--- src/rtl/mips_fetch_pkg.sv ---
// Shared constants and types for the fetch_unit instruction-fetch stage.
package mips_fetch_pkg;

  localparam int ADDR_W_DEFAULT = 10;
  localparam int DATA_W_DEFAULT = 32;

  // Program windows [base, limit) indexed by prog_sel; entry 3 is the reserved selector.
  localparam logic [3:0][31:0] PROG_BASE  = {32'd0, 32'd30, 32'd15, 32'd0};
  localparam logic [3:0][31:0] PROG_LIMIT = {32'd0, 32'd81, 32'd30, 32'd15};
  localparam logic [1:0]       PROG_RESERVED = 2'd3;

  typedef enum logic [1:0] {
    ST_IDLE  = 2'd0,
    ST_RUN   = 2'd1,
    ST_DRAIN = 2'd2,
    ST_HALT  = 2'd3
  } fetch_state_e;

endpackage

--- src/rtl/fetch_unit_if.sv ---
// Bus bundle between fetch_unit (master) and its environment: control, instruction memory,
// execute redirects and the decoder handshake.
interface fetch_unit_if #(
  parameter int ADDR_W = mips_fetch_pkg::ADDR_W_DEFAULT,
  parameter int DATA_W = mips_fetch_pkg::DATA_W_DEFAULT
);
  import mips_fetch_pkg::*;

  logic              start;
  logic [1:0]        prog_sel;
  logic [ADDR_W-1:0] imem_addr;
  logic [DATA_W-1:0] imem_data;
  logic              redirect_valid;
  logic [ADDR_W-1:0] redirect_pc;
  // instr_valid/instr_ready: a word transfers on a rising edge where both are high; once raised,
  // instr_valid with instr/instr_pc holds steady until that transfer or a redirect flush.
  logic [DATA_W-1:0] instr;
  logic [ADDR_W-1:0] instr_pc;
  logic              instr_valid;
  logic              instr_ready;
  logic              running;
  logic              halted;
  logic              fault;
  fetch_state_e      dbg_state;

  modport master (
    input  start, prog_sel, imem_data, redirect_valid, redirect_pc, instr_ready,
    output imem_addr, instr, instr_pc, instr_valid, running, halted, fault, dbg_state
  );

  modport slave (
    output start, prog_sel, imem_data, redirect_valid, redirect_pc, instr_ready,
    input  imem_addr, instr, instr_pc, instr_valid, running, halted, fault, dbg_state
  );

endinterface

--- src/rtl/fetch_perf_counters.sv ---
// Saturating counters of decoder-accepted instructions and stall cycles for fetch_unit.
module fetch_perf_counters (
  input  logic        clock,
  input  logic        reset_n,
  input  logic        i_clear,
  input  logic        i_fetch_inc,
  input  logic        i_stall_inc,
  output logic [15:0] o_fetch_count,
  output logic [15:0] o_stall_count
);

  logic [15:0] r_fetch_count;
  logic [15:0] r_stall_count;

  always_ff @(posedge clock or negedge reset_n) begin
    if (!reset_n) begin
      r_fetch_count <= '0;
      r_stall_count <= '0;
    end else if (i_clear) begin
      r_fetch_count <= '0;
      r_stall_count <= '0;
    end else begin
      if (i_fetch_inc && (r_fetch_count != 16'hFFFF)) r_fetch_count <= r_fetch_count + 16'd1;
      if (i_stall_inc && (r_stall_count != 16'hFFFF)) r_stall_count <= r_stall_count + 16'd1;
    end
  end

  assign o_fetch_count = r_fetch_count;
  assign o_stall_count = r_stall_count;

endmodule

--- src/rtl/fetch_unit.sv ---
// Instruction-fetch stage: PC, instruction-memory addressing, IF/ID register and redirects.
// Build option FETCH_PERF_CNT_EN adds fetch_count/stall_count outputs.
module fetch_unit
  import mips_fetch_pkg::*;
#(
  parameter int ADDR_W = ADDR_W_DEFAULT,
  parameter int DATA_W = DATA_W_DEFAULT
) (
  input  logic         clock,
  input  logic         reset_n,
  fetch_unit_if.master bus
`ifdef FETCH_PERF_CNT_EN
  ,
  output logic [15:0]  fetch_count,
  output logic [15:0]  stall_count
`endif
);

  fetch_state_e      r_state;
  fetch_state_e      w_next_state;
  logic [ADDR_W-1:0] r_fetch_pc;
  logic [ADDR_W-1:0] r_pend_pc;
  logic [ADDR_W-1:0] r_base;
  logic [ADDR_W-1:0] r_limit;
  logic [ADDR_W-1:0] r_instr_pc;
  logic [DATA_W-1:0] r_instr;
  logic              r_pend_valid;
  logic              r_instr_valid;
  logic              r_fault;

  logic              w_active;
  logic              w_launch;
  logic              w_sel_ok;
  logic [ADDR_W-1:0] w_sel_base;
  logic [ADDR_W-1:0] w_sel_limit;
  logic              w_redir;
  logic              w_redir_ok;
  logic              w_stall;
  logic              w_issue;
  logic              w_load;
  logic [ADDR_W-1:0] w_imem_addr;

  assign w_active    = (r_state == ST_RUN) || (r_state == ST_DRAIN);
  assign w_launch    = bus.start && ((r_state == ST_IDLE) || (r_state == ST_HALT));
  assign w_sel_ok    = (bus.prog_sel != PROG_RESERVED);
  assign w_sel_base  = ADDR_W'(PROG_BASE[bus.prog_sel]);
  assign w_sel_limit = ADDR_W'(PROG_LIMIT[bus.prog_sel]);
  assign w_redir     = w_active && bus.redirect_valid;
  assign w_redir_ok  = w_redir && (bus.redirect_pc >= r_base) && (bus.redirect_pc < r_limit);
  assign w_stall     = r_instr_valid && !bus.instr_ready;
  assign w_issue     = (r_state == ST_RUN) && !w_stall && (r_fetch_pc != r_limit);
  assign w_load      = r_pend_valid && (!r_instr_valid || bus.instr_ready);

  always_ff @(posedge clock or negedge reset_n) begin
    if (!reset_n) r_state <= ST_IDLE;
    else          r_state <= w_next_state;
  end

  always_comb begin
    w_next_state = r_state;
    case (r_state)
      ST_IDLE, ST_HALT: begin
        if (bus.start) w_next_state = w_sel_ok ? ST_RUN : ST_HALT;
      end
      ST_RUN, ST_DRAIN: begin
        if (w_redir) w_next_state = w_redir_ok ? ST_RUN : ST_HALT;
        else if ((r_state == ST_RUN) && (r_fetch_pc == r_limit)) w_next_state = ST_DRAIN;
        else if ((r_state == ST_DRAIN) && !r_pend_valid && !r_instr_valid) w_next_state = ST_HALT;
      end
      default: w_next_state = ST_IDLE;
    endcase
  end

  // Re-presenting pend_pc while not issuing keeps the memory's registered word steady.
  always_comb begin
    w_imem_addr = '0;
    if (w_redir_ok)    w_imem_addr = bus.redirect_pc;
    else if (w_issue)  w_imem_addr = r_fetch_pc;
    else if (w_active) w_imem_addr = r_pend_pc;
  end

  always_ff @(posedge clock or negedge reset_n) begin
    if (!reset_n) begin
      r_fetch_pc    <= '0;
      r_pend_pc     <= '0;
      r_base        <= '0;
      r_limit       <= '0;
      r_instr_pc    <= '0;
      r_instr       <= '0;
      r_pend_valid  <= 1'b0;
      r_instr_valid <= 1'b0;
      r_fault       <= 1'b0;
    end else if (w_launch) begin
      r_base        <= w_sel_base;
      r_limit       <= w_sel_limit;
      r_fetch_pc    <= w_sel_base;
      r_fault       <= !w_sel_ok;
      r_pend_valid  <= 1'b0;
      r_instr_valid <= 1'b0;
    end else if (w_redir) begin
      r_instr_valid <= 1'b0;
      if (w_redir_ok) begin
        r_pend_pc    <= bus.redirect_pc;
        r_pend_valid <= 1'b1;
        r_fetch_pc   <= bus.redirect_pc + 1'b1;
      end else begin
        r_pend_valid <= 1'b0;
        r_fault      <= 1'b1;
      end
    end else begin
      if (w_load) begin
        r_instr       <= bus.imem_data;
        r_instr_pc    <= r_pend_pc;
        r_instr_valid <= 1'b1;
      end else if (bus.instr_ready) begin
        r_instr_valid <= 1'b0;
      end
      if (w_issue) begin
        r_pend_pc    <= r_fetch_pc;
        r_pend_valid <= 1'b1;
        r_fetch_pc   <= r_fetch_pc + 1'b1;
      end else if (w_load) begin
        r_pend_valid <= 1'b0;
      end
    end
  end

  assign bus.imem_addr   = w_imem_addr;
  assign bus.instr       = r_instr;
  assign bus.instr_pc    = r_instr_pc;
  assign bus.instr_valid = r_instr_valid;
  assign bus.running     = w_active;
  assign bus.halted      = (r_state == ST_HALT);
  assign bus.fault       = r_fault;
  assign bus.dbg_state   = r_state;

`ifdef FETCH_PERF_CNT_EN
  fetch_perf_counters u_perf (
    .clock         (clock),
    .reset_n       (reset_n),
    .i_clear       (w_launch),
    .i_fetch_inc   (r_instr_valid && bus.instr_ready),
    .i_stall_inc   (w_stall),
    .o_fetch_count (fetch_count),
    .o_stall_count (stall_count)
  );
`endif

endmodule

--- src/flat_wrapper.sv ---
// flat-port wrapper written by rule: the top's interface ports become plain ports
module fetch_unit_flat import mips_fetch_pkg::*;
#(
  parameter int ADDR_W = ADDR_W_DEFAULT,
  parameter int DATA_W = DATA_W_DEFAULT
)
  (clock, reset_n, bus_start, bus_prog_sel, bus_imem_data, bus_redirect_valid, bus_redirect_pc, bus_instr_ready, bus_imem_addr, bus_instr, bus_instr_pc, bus_instr_valid, bus_running, bus_halted, bus_fault, bus_dbg_state);
  fetch_unit_if #(.ADDR_W(ADDR_W), .DATA_W(DATA_W)) bus_i ();
  input  logic clock;
  input  logic reset_n;
  input wire logic [$bits(bus_i.start)-1:0] bus_start;
  input wire logic [$bits(bus_i.prog_sel)-1:0] bus_prog_sel;
  input wire logic [$bits(bus_i.imem_data)-1:0] bus_imem_data;
  input wire logic [$bits(bus_i.redirect_valid)-1:0] bus_redirect_valid;
  input wire logic [$bits(bus_i.redirect_pc)-1:0] bus_redirect_pc;
  input wire logic [$bits(bus_i.instr_ready)-1:0] bus_instr_ready;
  output wire logic [$bits(bus_i.imem_addr)-1:0] bus_imem_addr;
  output wire logic [$bits(bus_i.instr)-1:0] bus_instr;
  output wire logic [$bits(bus_i.instr_pc)-1:0] bus_instr_pc;
  output wire logic [$bits(bus_i.instr_valid)-1:0] bus_instr_valid;
  output wire logic [$bits(bus_i.running)-1:0] bus_running;
  output wire logic [$bits(bus_i.halted)-1:0] bus_halted;
  output wire logic [$bits(bus_i.fault)-1:0] bus_fault;
  output wire logic [$bits(bus_i.dbg_state)-1:0] bus_dbg_state;
  assign bus_i.start = bus_start;
  assign bus_i.prog_sel = bus_prog_sel;
  assign bus_i.imem_data = bus_imem_data;
  assign bus_i.redirect_valid = bus_redirect_valid;
  assign bus_i.redirect_pc = bus_redirect_pc;
  assign bus_i.instr_ready = bus_instr_ready;
  assign bus_imem_addr = bus_i.imem_addr;
  assign bus_instr = bus_i.instr;
  assign bus_instr_pc = bus_i.instr_pc;
  assign bus_instr_valid = bus_i.instr_valid;
  assign bus_running = bus_i.running;
  assign bus_halted = bus_i.halted;
  assign bus_fault = bus_i.fault;
  assign bus_dbg_state = bus_i.dbg_state;
  fetch_unit #(.ADDR_W(ADDR_W), .DATA_W(DATA_W)) u_core (.clock(clock), .reset_n(reset_n), .bus(bus_i));
endmodule
--- config.mk ---
export PLATFORM = sky130hd
export DESIGN_NAME = fetch_unit_flat
export DESIGN_NICKNAME = d
export VERILOG_FILES = /design/src/rtl/mips_fetch_pkg.sv /design/src/rtl/fetch_unit_if.sv /design/src/rtl/fetch_perf_counters.sv /design/src/rtl/fetch_unit.sv /design/src/flat_wrapper.sv
export SDC_FILE = /design/constraint.sdc
export NUM_CORES = 1
export LEC_CHECK = 0
export ABC_AREA = 0
export ABC_CLOCK_PERIOD_IN_PS = 8310
export BUFFER_PORTS_ARGS = -buffer_cell sky130_fd_sc_hd__buf_2
export CAP_MARGIN = 20
export CORE_MARGIN = 3
export CORE_UTILIZATION = 25
export DETAILED_ROUTE_END_ITERATION = 10
export HOLD_SLACK_MARGIN = 0.05
export SYNTH_ARGS = -nofsm -noshare
export SYNTH_HDL_FRONTEND = slang
export SYNTH_SLANG_ARGS = --single-unit
--- constraint.sdc ---
create_clock -name clock -period 8.31 [get_ports clock]
set_clock_uncertainty 0.2 [all_clocks]
set_input_delay 0.831 -clock clock [delete_from_list [all_inputs] [get_ports clock]]
set_output_delay 0.831 -clock clock [all_outputs]
set_load 0.1 [all_outputs]
==> qor.yml, run 1 <==
clock_latency_ns: 0.33
drt-met1-wl_um: 4555
cts_root_buf: "clkbuf_16"
synth_xor_area_share_pct: 1.798
ys_seq_area_share_pct: 46.23
vias: 3069
whs_path_depth: 2
grt_setup_unrepaired: "no"
drt_iter0_drc: 152
slew_violations: 0
wire_per_inst_um: 15.72
core_area_mm2: 0.01520
utilization_pct: 32.21
ys_seq_elements: 72
tritoncts: "done"
placementRows: 45
port_buffers: 106
synth_edf_count: 0
ys_async_sr_fraction_pct: 100.0
critical_path_class: "in -> out"
synth_mux_area_share_pct: 18.91
overflow: 0
synth_top_family_by_area: "multiplexers"
grt_pass1_vias: 3088
outcome: "completed"
grt_max_degree: 73
diodes: 0
setup_viol: 0
r2r_cells: 10
synth-simple-area-share_pct: 11.65
grt_pass1_wl_um: 15840
critPathMaxFanout: 21
fin_crit_ns: 4.490
timing.fmax_mhz: 222.7
worst_ep_arrival_time_ns: 3.46
critPathSlowestCell: "buf_2"
syn-num-nets: 421
viasPerCell: 4.707
highest_layer: "met4"
dp_hpwl_um: 7533
dp_cells: 637
clock-sinks: 72
clk_pin_slew_ns: 0.05
yosysTopAreaCellShare_pct: 46.23
drcViolationCount: 0
firstDrtPassIters: 4
cts_hold_buf: 0
nets: 527
fin_crit_sh_pct: 54.03
syn_inst: 354
track_usage_pct: 11.96
path_cells: "buf_2 -> ha_1 -> a2111oi_2 -> o21ai_1 -> a2111oi_4 -> and2_2 -> nand2_1 -> o21ai_0 -> buf_2"
die_area_mm2: 0.01712
cpPeakStageDelay_ns: 0.50
cp_common_cell: "buf_2"
syn_to_final_growth_pct: 25.62
clockBufferDepth: 2
path_depth: 9
place.gp.congestion: 0.8225
hold_violations: 0
maxSlewHeadroom_pct: 27.33
setup_tns_ns: 0
pin_count: 107
postSynthAreaPerCell_um2: 11.01
cp-end-kind: "output port"
antenna_found_initial: 0
tightest_slew_ns: 1.088
synth_top_cells_by_count: "dfrtp_1 (72), mux2_2 (53), nand2_1 (44), o21ai_0 (24), ha_1 (18)"
wl_met3_um: 372
critPathBufInv: 2
die_w_um: 130.9
cts_max_level: 3
hp-class: "reg -> reg"
ctsResizeCount: 0
layoutNonFillerInstCount: 652
nFillCells: 1573
synth_compound_area_share_pct: 12.10
synthAdderAreaFrac_pct: 5.778
routed-wl-met2_um: 5144
cp-start-kind: "input pin"
fp.dieH_um: 130.9
postRouteAntennaNets: 0
cts-buffers-inserted: 9
hold_ws_ns: 0.2903
initial_core_util_pct: 25.64
drt_wl_total_um: 10250
post_cts.repair.setup_buffers: 0
cap_violations: 0
drive_gt1_share_pct: 40.30
ys_types: 54
synth_warnings: 0
synthFlopType: "dfrtp_1"
critical-path-top-delay-family: "compound AO/OA/AOI/OAI gates"
synth.area.top_cells: "dfrtp_1 (46%), mux2_2 (15%), ha_1 (5.8%), nand2_1 (4.2%), mux2i_1 (3.6%)"
synth.cell_area_mm2: 0.003897
synth_top_area_cell: "dfrtp_1"
cp.required_ns: 7.28
yosysMostFrequentCell: "dfrtp_1"
[cell families (layout without fill, tap and decap cells)]
logic type      Yosys count  count (layout)
simple gates             95              95
flops                    72              72
fa+ha+maj                18              18
compound gates           65              65
mux                      67              67
xor+xnor                  8               8
buf+inv                  29             139
[stage by stage]
stage | cell area [µm²] | setup WS (ns)
2_1_floorplan | 3897 | 3.020
3_3_place_gp | 4608 | 3.907
3_5_place_dp | 4608 | 3.853
4_1_cts | 4896 | 3.841
5_1_grt | 4896 | 3.701
6_report | 4896 | 3.820
[path summary, 6_finish.rpt]
check,start,end,slack (ns)
min in group asynchronous,reset_n,u_core.bus.instr[1],0.53
worst min register to register,u_core.r_base[0],u_core.r_base[0],0.29
worst max register to register,u_core.bus.dbg_state[0],u_core.r_fetch_pc[8],4.74
worst max-delay path,bus_redirect_pc[3],bus_imem_addr[4],3.82
worst min-delay path,u_core.r_base[0],u_core.r_base[0],0.29
max in group asynchronous,reset_n,u_core.r_limit[3],6.78
[final cells by class]
cell class	count	area (µm²)	share of cell area, %
Inverter	14	52.55	1.073
Clock buffer	11	242.7	4.958
Tap cell	188	235.2	4.805
Sequential cell	72	1802	36.80
Multi-Input combinational cell	253	1958	39.99
Timing Repair Buffer	110	560.5	11.45
Clock inverter	4	45.04	0.9200
[placed cells by master, fill, tap and decap left out, types with 5 or more instances in the layout]
cell and n:
o22ai_1 5, nor4_1 5, nor2_1 12, nor2b_1 8, mux2_2 53, nand2_1 44
a21oi_1 9, o21ai_0 24, ha_1 18, inv_1 14, mux2i_1 14, buf_2 106
clkbuf_16 9, dfrtp_1 72, xnor2_1 7
[state kept, by name, indices dropped and copies added (netlist names)]
signal / cells
u_core.bus.dbg_state: 2
u_core.bus.fault: 1
u_core.bus.instr: 32
u_core.bus.instr_pc: 10
u_core.bus.instr_valid: 1
u_core.r_base: 2
u_core.r_fetch_pc: 10
u_core.r_limit: 3
u_core.r_pend_pc: 10
u_core.r_pend_valid: 1
[tightest hold or removal path: stages (launching register included)]
cell and delay, ns:
dfrtp_1 0.35, nand2_1 0.06, nand2_1 0.06
[per-layer routing]
metal / up-vias / track usage, %
met5: - / 0
met4: 0 / 5.324
met3: 13 / 2.236
met2: 55 / 19.84
met1: 1515 / 15.16
li1: 1486 / -
Power of run 1 is not shown: default switching activity piles up to over one toggle a cycle in this logic, so the estimate is an artifact.
==> run 2: changes to the inputs <==
Settings changed: ABC_CLOCK_PERIOD_IN_PS 8310 to 4330.
Clock period 8.31 ns to 4.33 ns, I/O delays scaled along.
==> qor.yml, run 2 (same netlist as run 1, synthesis figures left out) <==
outcome: "completed"
cts_root_buf: "clkbuf_16"
clockBufferDepth: 2  # unchanged
reg2reg_from: "u_core.bus.dbg_state[0]"
layout_common_cells: "buf_2 (106), dfrtp_1 (72), mux2_2 (53)"
fp.dieH_um: 130.9  # unchanged
largest_reg_flops: 32  # unchanged
cp.required_ns: 3.70  # -3.58 ns
critPathBufInv: 2  # unchanged
critical_path_class: "reg -> out"
viasPerCell: 4.743  # +0.76%
initial_core_util_pct: 25.64  # unchanged
drt_iter0_drc: 142  # -6.6%
path_depth: 8  # -1
antenna_found_initial: 0  # unchanged
overflow: 0  # unchanged
dp_hpwl_um: 7605  # +0.96%
nets: 531  # +0.76%
r2r_slack_ns: 0.79  # -3.95 ns
cp-end-kind: "output port"
grt_pass1_wl_um: 15930  # +0.52%
clock_latency_ns: 0.34  # about the same
diodes: 0  # unchanged
die_area_mm2: 0.01712  # unchanged
placementRows: 45  # unchanged
dp_cells: 639  # +0.31%
firstDrtPassIters: 4  # unchanged
drt_wl_total_um: 10300  # +0.53%
maxSlewHeadroom_pct: 60.16  # +33 points
pin_count: 107  # unchanged
drcViolationCount: 0  # unchanged
clock-sinks: 72  # unchanged
die_w_um: 130.9  # unchanged
cp-start-kind: "flip-flop"
place.gp.congestion: 0.8548  # +3.9%
pre_cts_ws_ns: 0.6724  # -3.180 ns
syn_to_final_growth_pct: 27.58
grt_pass1_vias: 3094  # +0.19%
clk_pin_slew_ns: 0.06  # about the same
worst_ep_arrival_time_ns: 3.34  # -0.12 ns
tightest_slew_ns: 0.5971  # -0.4906 ns
hold_violations: 0  # unchanged
fin_crit_ns: 3.968
cap_violations: 0  # unchanged
setup_ws_ns: 0.3619  # -3.458 ns
setup_tns_ns: 0  # unchanged
setup_viol: 0  # unchanged
postRouteAntennaNets: 0  # unchanged
wire_per_inst_um: 15.68  # -0.24%
reg2reg_to: "u_core.r_fetch_pc[9]"
critPathSlowestCell: "ha_1"
cpPeakStageDelay_ns: 0.55  # +0.05 ns
track_usage_pct: 11.91  # -0.049 points
drive_gt1_share_pct: 41.58  # +1.3 points
vias: 3116  # +1.5%
path_cells: "inv_1 -> ha_1 -> nand2b_1 -> a2111oi_4 -> and2_2 -> nand2_1 -> o21ai_0 -> buf_2"
cp-startpoint: "u_core.bus.dbg_state[0]"
grt_setup_unrepaired: "no"
grt_max_degree: 45  # -38%
crit_end: "bus_imem_addr[1]"
critical-path-top-delay-family: "simple AND/OR/NAND/NOR gates"
r2r_cells: 9  # -1
critPathMaxFanout: 21  # unchanged
timing.fmax_mhz: 252.0
cts_max_level: 3  # unchanged
layoutNonFillerInstCount: 657  # +0.77%
port_buffers: 106  # unchanged
tritoncts: "done"
slew_violations: 0  # unchanged
mostFrequentLayoutCell: "buf_2"
nFillCells: 1577  # +0.25%
core_area_mm2: 0.01520  # unchanged
hp-class: "in -> reg"
hold_ws_ns: 0.1270  # -0.1633 ns
cts-buffers-inserted: 9  # unchanged
fin_crit_sh_pct: 91.64
## run 2: cell count changes in the layout (fill, tap and decap cells not counted)
| cell | change |
|---|---|
| dlygate4sd3_1 | +1 |
| a21oi_2 | +3 |
| buf_12 | +1 |
| clkinvlp_4 | +2 |
| buf_4 | +2 |
| clkbuf_1 | -1 |
| clkinv_2 | -1 |
| clkbuf_8 | +1 |
| a21oi_1 | -3 |
## run 2: how the worst min path moves through the flow
stage / startpoint / endpoint / depth (start not counted)
2_1_floorplan: reset_n / u_core.bus.dbg_state[0] / 0
3_3_place_gp: u_core.r_base[0] / u_core.r_base[0] / 2
3_5_place_dp: u_core.r_base[0] / u_core.r_base[0] / 2
4_1_cts: reset_n / u_core.bus.instr[30] / 1
5_1_grt: bus_imem_data[1] / u_core.bus.instr[1] / 2
6_report: bus_imem_data[10] / u_core.bus.instr[10] / 2
## run 2: repair_timing
action | CTS | global route
buffers inserted | 0 | 0
gates resized for setup | 0 | 0
hold buffers | 0 | 1
hold endpoints to repair | 0 | 43
## run 2: routing by layer
layer	track usage (%)	part of all wire, %	up-vias
li1	-	-	1486
met5	0	0	-
met4	3.146	1.7	0
met3	3.577	5.3	15
met1	15.94	46	1539
met2	18.82	47	76
## run 2: area by class of cell
type                            count  area (µm²)  area share (%)
Clock buffer                       11       252.7           5.083
Multi-Input combinational cell    253        1969           39.61
Clock inverter                      5       55.05           1.107
Tap cell                          188       235.2           4.731
Timing Repair Buffer              114       605.6           12.18
Inverter                           14       52.55           1.057
Sequential cell                    72        1802           36.24
## run 2: stage by stage
step	utilization (%)	area [µm²]
final	32.71	4972
after floorplan	-	3909
after CTS	32.51	4942
after global placement	30.49	4634
after detailed placement	30.49	4634
after global routing	32.71	4972
Power of run 2 is left out for the same reason.
==> run 3: changes to the inputs <==
Settings changed: ABC_CLOCK_PERIOD_IN_PS 4330 to 4100.
Clock period 4.33 ns to 4.1 ns, I/O delays scaled along.
==> qor.yml, run 3 (same netlist as run 1, synthesis figures left out) <==
cts-buffers-inserted: 9  # unchanged
fin_crit_sh_pct: 92.08
initial_core_util_pct: 25.64  # unchanged
fin_area_mm2: 0.005087  # +2.3%
tritoncts: "done"
clock-sinks: 72  # unchanged
hold_violations: 0  # unchanged
core_area_mm2: 0.01520  # unchanged
grt_setup_unrepaired: "no"
antenna_found_initial: 0  # unchanged
outcome: "completed"
wire_per_inst_um: 15.94  # +1.6%
grt_max_degree: 43  # -4.4%
critPathMaxFanout: 21  # unchanged
mostFrequentLayoutCell: "buf_2"
clk_pin_slew_ns: 0.06  # about the same
hp-class: "in -> reg"
worst_ep_arrival_time_ns: 3.17  # -0.17 ns
cts_root_buf: "clkbuf_16"
largest_reg_flops: 32  # unchanged
vias: 3150  # +1.1%
place.gp.congestion: 0.8362  # -2.2%
pre_cts_ws_ns: 0.6258  # -0.04660 ns
setup_ws_ns: 0.3246  # -0.03732 ns
maxSlewHeadroom_pct: 51.96  # -8.2 points
place_area_mm2: 0.004755  # +2.6%
cp-end-kind: "output port"
r2r_slack_ns: 0.67  # -0.12 ns
clockBufferDepth: 2  # unchanged
pin_count: 107  # unchanged
die_area_mm2: 0.01712  # unchanged
setup_viol: 0  # unchanged
overflow: 0  # unchanged
critical_path_class: "reg -> out"
layout_common_cells: "buf_2 (100), dfrtp_1 (72), mux2_2 (53)"
cp-start-kind: "flip-flop"
drive_gt1_share_pct: 42.64  # +1.1 points
fin_crit_ns: 3.775
cp.required_ns: 3.49  # -0.21 ns
drcViolationCount: 0  # unchanged
ctsResizeCount: 0  # unchanged
postRouteAntennaNets: 0  # unchanged
tightest_slew_ns: 0.7207  # +0.1236 ns
fp.dieH_um: 130.9  # unchanged
dp_hpwl_um: 7904  # +3.9%
cap_violations: 0  # unchanged
die_w_um: 130.9  # unchanged
track_usage_pct: 12.48  # +0.57 points
firstDrtPassIters: 4  # unchanged
hold_ws_ns: 0.1067  # -0.02035 ns
timing.fmax_mhz: 264.9
drt_iter0_drc: 114  # -20%
viasPerCell: 4.795  # +1.1%
port_buffers: 106  # unchanged
placementRows: 45  # unchanged
grt_pass1_wl_um: 16660  # +4.6%
cts_max_level: 3  # unchanged
syn_to_final_growth_pct: 30.53
drt_wl_total_um: 10470  # +1.6%
diodes: 0  # unchanged
grt_pass1_vias: 3185  # +2.9%
slew_violations: 0  # unchanged
clock_latency_ns: 0.33  # about the same
nets: 531  # unchanged
[run 3: cell types whose count changed in the layout (fill, tap and decap cells not counted), sizes merged]
cell,change
bufinv,+1
clkinv,-1
[run 3: area by class of cell]
class                           instances  area (µm²)
Clock buffer                           11       242.7
Fill cell                            1556       10110
Inverter                               14       52.55
Sequential cell                        72        1802
Clock inverter                          5       80.08
Tap cell                              188       235.2
Multi-Input combinational cell        253        1992
Timing Repair Buffer                  114       683.2
[run 3: path summary, 6_finish.rpt]
check,endpoint,startpoint,depth (start not counted)
worst min register to register,u_core.r_base[0],u_core.r_base[0],2
max in group asynchronous,u_core.bus.instr[22],reset_n,3
worst max-delay path,bus_imem_addr[0],u_core.bus.dbg_state[0],8
worst min-delay path,u_core.bus.instr[30],bus_imem_data[30],2
min in group asynchronous,u_core.bus.instr[9],reset_n,2
worst max register to register,u_core.r_fetch_pc[9],u_core.bus.dbg_state[0],9
[run 3: metrics by stage]
step / setup TNS [ns] / instances / util [%]
2_1_floorplan: -0.03951 / 354 / -
3_3_place_gp: 0 / 640 / 31.28
3_5_place_dp: 0 / 640 / 31.28
4_1_cts: 0 / 657 / 33.47
5_1_grt: 0 / 657 / 33.47
6_report: 0 / 657 / 33.47
[run 3: per-layer routing]
| metal | track usage, % | part of all wire [%] | up-vias |
|---|---|---|---|
| met4 | 4.598 | 1.5 | 0 |
| met3 | 2.927 | 3.9 | 13 |
| met2 | 20.68 | 52 | 83 |
| li1 | - | - | 1490 |
| met5 | 0 | 0 | - |
| met1 | 15.87 | 43 | 1564 |
[run 3: what timing repair did]
action / CTS / global route
hold buffers: 1 / 0
setup buffers: 0 / 0
endpoints found under the setup margin: 0 / 0
hold endpoints to repair: 31 / 0
[run 3: worst max-delay path, stage by stage, from the launching register on]
cell and delay, ns:
dfrtp_1 0.43, inv_1 0.07, ha_1 0.54, nand2b_1 0.30, a2111oi_4 0.41, and2_2 0.58, nand2_1 0.10, o21ai_1 0.18
buf_12 0.22
Power of run 3 is left out for the same reason.
